===== src/rtl/eth_tx_pkg.sv =====
// Shared types and constants for the Ethernet transmit sequencer.
// Latency: n/a (package only).
// Backpressure: n/a (package only).
package eth_tx_pkg;

  typedef enum logic [2:0] {
    ST_IDLE,
    ST_PRE,
    ST_SFD,
    ST_DATA,
    ST_PAD,
    ST_FCS,
    ST_ABORT,
    ST_GAP
  } state_t;

  localparam logic [7:0]  ETH_PREAMBLE = 8'h55;
  localparam logic [7:0]  ETH_SFD      = 8'hD5;
  localparam logic [31:0] CRC_INIT     = 32'hFFFFFFFF;
  localparam logic [31:0] CRC_POLY     = 32'h04C11DB7;
  // Remainder left in a (non-reflected) CRC register after a good frame plus its FCS.
  localparam logic [31:0] CRC_RESIDUE  = 32'hC704DD7B;

  function automatic logic [31:0] bit_rev32(input logic [31:0] v);
    logic [31:0] r;
    for (int i = 0; i < 32; i++) r[i] = v[31-i];
    return r;
  endfunction

  // The CRC register is kept in LSB-first (reflected) form, so byte idx of the
  // complemented register is exactly the idx-th FCS byte on the wire.
  function automatic logic [7:0] fcs_byte(input logic [31:0] c, input logic [1:0] idx);
    return ~c[8*idx +: 8];
  endfunction

endpackage


===== src/rtl/eth_crc32_d8.sv =====
// Byte-wide IEEE CRC-32 (poly 0x04C11DB7, data_in[0] first), reflected register.
// Latency: crc updates one cycle after en; crc_next is the combinational look-ahead.
// Backpressure: none; caller gates en. init has priority over en.
// Ports: clk, rst (async high) | init, en, data_in[7:0] | crc[31:0], crc_next[31:0]
module eth_crc32_d8 (
  input  logic        clk,
  input  logic        rst,
  input  logic        init,
  input  logic        en,
  input  logic [7:0]  data_in,
  output logic [31:0] crc,
  output logic [31:0] crc_next
);
  import eth_tx_pkg::*;

  // Holding the register bit-reversed lets each data bit enter at bit 0 and
  // shift right, which is the LSB-first wire order.
  localparam logic [31:0] POLY_REFL = bit_rev32(CRC_POLY);

  always_comb begin
    crc_next = crc;
    for (int i = 0; i < 8; i++) begin
      crc_next = {1'b0, crc_next[31:1]} ^ ({32{crc_next[0] ^ data_in[i]}} & POLY_REFL);
    end
  end

  always_ff @(posedge clk or posedge rst) begin
    if (rst)       crc <= CRC_INIT;
    else if (init) crc <= CRC_INIT;
    else if (en)   crc <= crc_next;
  end

endmodule


===== src/rtl/eth_tx_frame_ctrl.sv =====
// Ethernet MAC TX sequencer: preamble, SFD, payload, pad, FCS, inter-frame gap.
// Latency: tx_* registered; first payload byte on tx_data the cycle after its accept.
// Backpressure: s_ready only in SFD/DATA; a missing byte there aborts the frame.
// Ports: clk, rst (async high) | s_data, s_valid, s_last, s_ready |
//        tx_data, tx_en, tx_er | busy, frame_done, frame_err
module eth_tx_frame_ctrl #(
  parameter int MIN_PAYLOAD  = 60,
  parameter int MAX_PAYLOAD  = 1514,
  parameter int IFG          = 12,
  parameter int PREAMBLE_LEN = 7
) (
  input  logic       clk,
  input  logic       rst,
  input  logic [7:0] s_data,
  input  logic       s_valid,
  input  logic       s_last,
  output logic       s_ready,
  output logic [7:0] tx_data,
  output logic       tx_en,
  output logic       tx_er,
  output logic       busy,
  output logic       frame_done,
  output logic       frame_err
);
  import eth_tx_pkg::*;

  state_t      state, state_nxt;
  logic [10:0] byte_cnt, byte_cnt_nxt;
  logic [15:0] phase_cnt, phase_cnt_nxt;
  logic        shown_last, shown_last_nxt;
  logic [7:0]  tx_data_nxt;
  logic        tx_en_nxt, tx_er_nxt, done_nxt, err_nxt;
  logic        accept;
  logic        crc_init, crc_en;
  logic [31:0] crc, crc_next;

  // The engine eats the byte currently on the wire, so it sees payload and pad
  // in order; the first FCS byte therefore comes from the look-ahead value.
  eth_crc32_d8 u_crc (
    .clk      (clk),
    .rst      (rst),
    .init     (crc_init),
    .en       (crc_en),
    .data_in  (tx_data),
    .crc      (crc),
    .crc_next (crc_next)
  );

  assign s_ready  = (state == ST_SFD) || ((state == ST_DATA) && !shown_last);
  assign accept   = s_valid && s_ready;
  assign busy     = (state != ST_IDLE);
  assign crc_init = (state == ST_SFD);
  assign crc_en   = (state == ST_DATA) || (state == ST_PAD);

  always_comb begin
    state_nxt      = state;
    byte_cnt_nxt   = byte_cnt;
    phase_cnt_nxt  = phase_cnt;
    shown_last_nxt = shown_last;
    tx_data_nxt    = 8'h00;
    tx_en_nxt      = 1'b0;
    tx_er_nxt      = 1'b0;
    done_nxt       = 1'b0;
    err_nxt        = 1'b0;
    case (state)
      ST_IDLE: begin
        if (s_valid) begin
          state_nxt     = ST_PRE;
          phase_cnt_nxt = '0;
          tx_data_nxt   = ETH_PREAMBLE;
          tx_en_nxt     = 1'b1;
        end
      end
      ST_PRE: begin
        tx_en_nxt = 1'b1;
        if (phase_cnt == 16'(PREAMBLE_LEN - 1)) begin
          state_nxt   = ST_SFD;
          tx_data_nxt = ETH_SFD;
        end else begin
          phase_cnt_nxt = phase_cnt + 16'd1;
          tx_data_nxt   = ETH_PREAMBLE;
        end
      end
      ST_SFD: begin
        tx_en_nxt = 1'b1;
        if (accept) begin
          state_nxt      = ST_DATA;
          tx_data_nxt    = s_data;
          byte_cnt_nxt   = 11'd1;
          shown_last_nxt = s_last;
        end else begin
          state_nxt = ST_ABORT;
          tx_er_nxt = 1'b1;
        end
      end
      ST_DATA: begin
        tx_en_nxt = 1'b1;
        if (shown_last) begin
          if (int'(byte_cnt) < MIN_PAYLOAD) begin
            state_nxt    = ST_PAD;
            byte_cnt_nxt = byte_cnt + 11'd1;
          end else begin
            state_nxt     = ST_FCS;
            phase_cnt_nxt = '0;
            tx_data_nxt   = fcs_byte(crc_next, 2'd0);
          end
        end else if (!s_valid || int'(byte_cnt) >= MAX_PAYLOAD) begin
          // Underrun, or an accept that would overrun the maximum: the
          // oversize byte is taken off the stream but never transmitted.
          state_nxt = ST_ABORT;
          tx_er_nxt = 1'b1;
        end else begin
          tx_data_nxt    = s_data;
          byte_cnt_nxt   = byte_cnt + 11'd1;
          shown_last_nxt = s_last;
        end
      end
      ST_PAD: begin
        tx_en_nxt = 1'b1;
        if (int'(byte_cnt) < MIN_PAYLOAD) begin
          byte_cnt_nxt = byte_cnt + 11'd1;
        end else begin
          state_nxt     = ST_FCS;
          phase_cnt_nxt = '0;
          tx_data_nxt   = fcs_byte(crc_next, 2'd0);
        end
      end
      ST_FCS: begin
        if (phase_cnt == 16'd3) begin
          state_nxt     = ST_GAP;
          phase_cnt_nxt = '0;
          done_nxt      = 1'b1;
        end else begin
          tx_en_nxt     = 1'b1;
          phase_cnt_nxt = phase_cnt + 16'd1;
          tx_data_nxt   = fcs_byte(crc, phase_cnt[1:0] + 2'd1);
        end
      end
      ST_ABORT: begin
        state_nxt     = ST_GAP;
        phase_cnt_nxt = '0;
        done_nxt      = 1'b1;
        err_nxt       = 1'b1;
      end
      ST_GAP: begin
        if (phase_cnt == 16'(IFG - 1)) begin
          if (s_valid) begin
            state_nxt     = ST_PRE;
            phase_cnt_nxt = '0;
            tx_data_nxt   = ETH_PREAMBLE;
            tx_en_nxt     = 1'b1;
          end else begin
            state_nxt = ST_IDLE;
          end
        end else begin
          phase_cnt_nxt = phase_cnt + 16'd1;
        end
      end
      default: state_nxt = ST_IDLE;
    endcase
  end

  always_ff @(posedge clk or posedge rst) begin
    if (rst) begin
      state      <= ST_IDLE;
      byte_cnt   <= '0;
      phase_cnt  <= '0;
      shown_last <= 1'b0;
      tx_data    <= 8'h00;
      tx_en      <= 1'b0;
      tx_er      <= 1'b0;
      frame_done <= 1'b0;
      frame_err  <= 1'b0;
    end else begin
      state      <= state_nxt;
      byte_cnt   <= byte_cnt_nxt;
      phase_cnt  <= phase_cnt_nxt;
      shown_last <= shown_last_nxt;
      tx_data    <= tx_data_nxt;
      tx_en      <= tx_en_nxt;
      tx_er      <= tx_er_nxt;
      frame_done <= done_nxt;
      frame_err  <= err_nxt;
    end
  end

endmodule


===== config.mk =====
export PLATFORM = sky130hd
export DESIGN_NAME = eth_tx_frame_ctrl
export DESIGN_NICKNAME = d
export VERILOG_FILES = /design/src/rtl/eth_tx_pkg.sv /design/src/rtl/eth_crc32_d8.sv /design/src/rtl/eth_tx_frame_ctrl.sv
export SDC_FILE = /design/constraint.sdc
export NUM_CORES = 1
export LEC_CHECK = 0
export BUFFER_PORTS_ARGS = -buffer_cell sky130_fd_sc_hd__buf_2
export CORE_UTILIZATION = 55
export DETAILED_ROUTE_END_ITERATION = 8
export PLACE_DENSITY = 0.88
export SYNTH_ARGS = -nofsm -noshare
export SYNTH_HDL_FRONTEND = slang
export SYNTH_SLANG_ARGS = --single-unit
export TNS_END_PERCENT = 100

===== constraint.sdc =====
create_clock -name clk -period 2.2 [get_ports clk]
set_clock_uncertainty 0.05 [all_clocks]
set_input_delay 0.22 -clock clk [delete_from_list [all_inputs] [get_ports clk]]
set_output_delay 0.22 -clock clk [all_outputs]
set_load 0.005 [all_outputs]

==> impl_metrics.tcl <==
set metrics [dict create \
    outcome "finished with violations" \
    failed_checks "setup timing" \
    hold_viol_final 0 \
    fin_ws_ps -108 \
    synth_cell_types 60 \
    firstDrtPassIters 5 \
    tightest_slew_ps 757 \
    fillers 540 \
    yosys.cell_count.top_type "xnor2_1" \
    grt_max_degree 33 \
    cp.arrival_ps 2540 \
    cts_sinks 75 \
    die_w_microns 93.5 \
    grt_use_total 0.313 \
    hold_path.class "in -> reg" \
    num_rows 32 \
    area.growth.synth_to_final_pct 27.1 \
    fin_crit_ps 2310 \
    portBuffers 25 \
    dieArea_sq_um 8730 \
    yosys-top-cells-count "xnor2_1, dfrtp_1, a21oi_1, nand2_1, nor2_1" \
    wl_mm 13.5 \
    ys_warn_count 0 \
    ant_nets 0 \
    antennaDiodeCount 0 \
    synth.cell_area_sq_um 4600 \
    fin_cells 680 \
    setup_viol 15 \
    synth-seq-area-share 0.417 \
    required_ps 2440 \
    period_share 1.05 \
    slowest_stage "or4_4" \
    cts_tree "yes" \
    syn-num-nets 487 \
    drtIter0Drc 334 \
    cts_max_path_buffers 2 \
    core_area_sq_um 7930 \
    ys_top_cells_by_area "dfrtp_1, dfstp_2, xnor2_1" \
    start_util 0.580 \
    wire_per_inst_microns 19.9 \
    layout-drive-gt1-share 0.377 \
    fin_setup_tns_ps -769 \
    async_flop_share 1.00 \
    numCtsBuffers 9 \
    routabilityCongestion 0.951 \
    worstPathMaxFanout 4 \
    grt_overflow 0 \
    cp-end-kind "flop" \
    place_inst 641 \
    clk_latency_ps 350 \
    path_clk_slew_ps 80 \
    syn_avg_cell_area_sq_um 9.77 \
    synth_seq_cells 75 \
    worstPathCellList "nor4_2, buf_4, buf_4, nand2_2, or4_4, o211ai_4, buf_6, o21bai_1, a22o_1" \
    grt_pass1_wl_mm 21.0 \
    p_leak_nw 2.49 \
    vdd_ir_drop_max_uv 862 \
    dp_hpwl_mm 8.54 \
    drcViolationCount 0 \
    antenna_found_initial 0 \
    dominantRegCellSynth "dfrtp_1" \
    htree_levels 3 \
    relSlewSlack 0.490 \
    synth_top_area_cell "dfrtp_1" \
    synth-edff-count 0 \
    synthCells 471 \
    slew_violations 0 \
    max_freq_mhz 433 \
    power_density_nw_per_um2 1970 \
    first_global_vias 4183 \
    via_per_inst 6.36 \
    crit_top_cell "buf_4" \
    rsz0062_at_grt "yes" \
    maxCapViolCount 0 \
    worstSetupPathType "reg -> reg" \
    cp-start-kind "flop" \
    final_net_count 589 \
    cts-root-buf "clkbuf_8" \
    via_count 4322 \
    die_h_microns 93.5 \
    total_power_mw 11.5 \
    io_pins 26 \
    synth_top_area_frac 0.234 \
    slowest_delay_ps 560 \
]
==> flip-flops by register name, indices dropped and copies added (netlist names) <==
signal	flops
frame_done	1
frame_err	1
tx_er	1
u_crc.crc	32
tx_data	8
byte_cnt	11
tx_en	1
shown_last	1
state	3
phase_cnt	16
==> timing repair <==
item	CTS	global route
cloned	0	3
setup buffers	8	11
resized for setup	9	45
endpoints found under the hold margin	19	0
endpoints found under the setup margin	24	40
hold buffers	1	0
pin swaps	6	21
==> cells in the final DEF (no fill, tap or decap), types with 4 or more instances in the layout <==
cell,instances
dfstp_2,32
o21ai_1,10
o21ai_0,15
a41oi_1,4
xnor2_2,6
o21a_1,4
nand2_1,36
nor4_1,4
buf_6,5
a21oi_1,37
o22a_1,10
buf_2,26
or3_1,7
a31oi_1,6
o22ai_1,12
buf_4,77
or2_2,6
dfrtp_1,42
inv_1,10
xor2_1,17
and3_1,6
xnor2_1,49
clkbuf_8,13
mux4_2,7
nand4_1,4
nand3_1,13
a211o_1,5
nor2_1,34
==> metrics by stage <==
| stage | cell area [sq um] | worst slack (ps) | utilization | hold slack [ps] |
|---|---|---|---|---|
| 2_1_floorplan | 4600 | 6.17 | - | 293 |
| 3_3_place_gp | 5280 | -53.6 | 0.665 | 284 |
| 3_5_place_dp | 5280 | -223 | 0.665 | 306 |
| 4_1_cts | 5600 | 1.38 | 0.706 | 17.9 |
| 5_1_grt | 5850 | -165 | 0.738 | 21.8 |
| 6_report | 5850 | -108 | 0.738 | 26.0 |
==> critical path, delay by kind of cell (launching register included) <==
| kind | cells | cell delay [ps] |
|---|---|---|
| flip-flops | 1 | 410 |
| AO/OA/AOI/OAI | 3 | 400 |
| buffers and inverters | 3 | 430 |
| AND/OR/NAND/NOR | 3 | 960 |
==> path summary, 6_finish.rpt <==
path | startpoint | to | slack, ps | cells past startpoint
min in group asynchronous | rst | shown_last | 460 | 3
max in group asynchronous | rst | u_crc.crc[10] | 880 | 4
setup reg to reg | phase_cnt[12] | phase_cnt[2] | -110 | 9
hold reg to reg | u_crc.crc[9] | u_crc.crc[9] | 470 | 2
setup / recovery | phase_cnt[12] | phase_cnt[2] | -110 | 9
hold / removal | s_data[5] | tx_data[5] | 30 | 3
==> cell families (layout without fill, tap and decap cells) <==
family | Yosys count | in the layout | synth area share
buffers and inverters | 34 | 139 | 0.0296
muxes | 10 | 10 | 0.0443
DFF | 75 | 75 | 0.417
xor gates and xnor gates | 75 | 75 | 0.160
adders and majority gates | 4 | 4 | 0.0109
and+or+nand+nor | 138 | 140 | 0.147
AOI/OAI and AO/OA | 135 | 135 | 0.191
==> power by group <==
part | internal, mW | switching (mW) | total (mW)
clock | 0.603 | 0.525 | 1.13
combinational | 3.85 | 3.99 | 7.84
sequential | 2.04 | 0.497 | 2.54
total | 6.50 | 5.02 | 11.5
==> area by class of cell <==
| cell class | count | area, sq um | share of cell area |
|---|---|---|---|
| clock buffers | 14 | 204 | 0.0349 |
| clock inverters | 2 | 13.8 | 0.00235 |
| inverters | 12 | 45.0 | 0.00770 |
| repair buffers | 111 | 815 | 0.139 |
| flip-flops and latches | 75 | 1920 | 0.328 |
| multi-input cells | 364 | 2730 | 0.466 |
| well taps | 102 | 128 | 0.0218 |
==> layer usage <==
metal / up-vias / global-route usage / share of wire
li1: 1913 / - / -
met1: 2157 / 0.392 / 0.39
met2: 212 / 0.534 / 0.52
met3: 40 / 0.0659 / 0.064
met4: 0 / 0.115 / 0.028
met5: - / 0 / 0
Note: power is estimated with default switching activity, not from simulation.
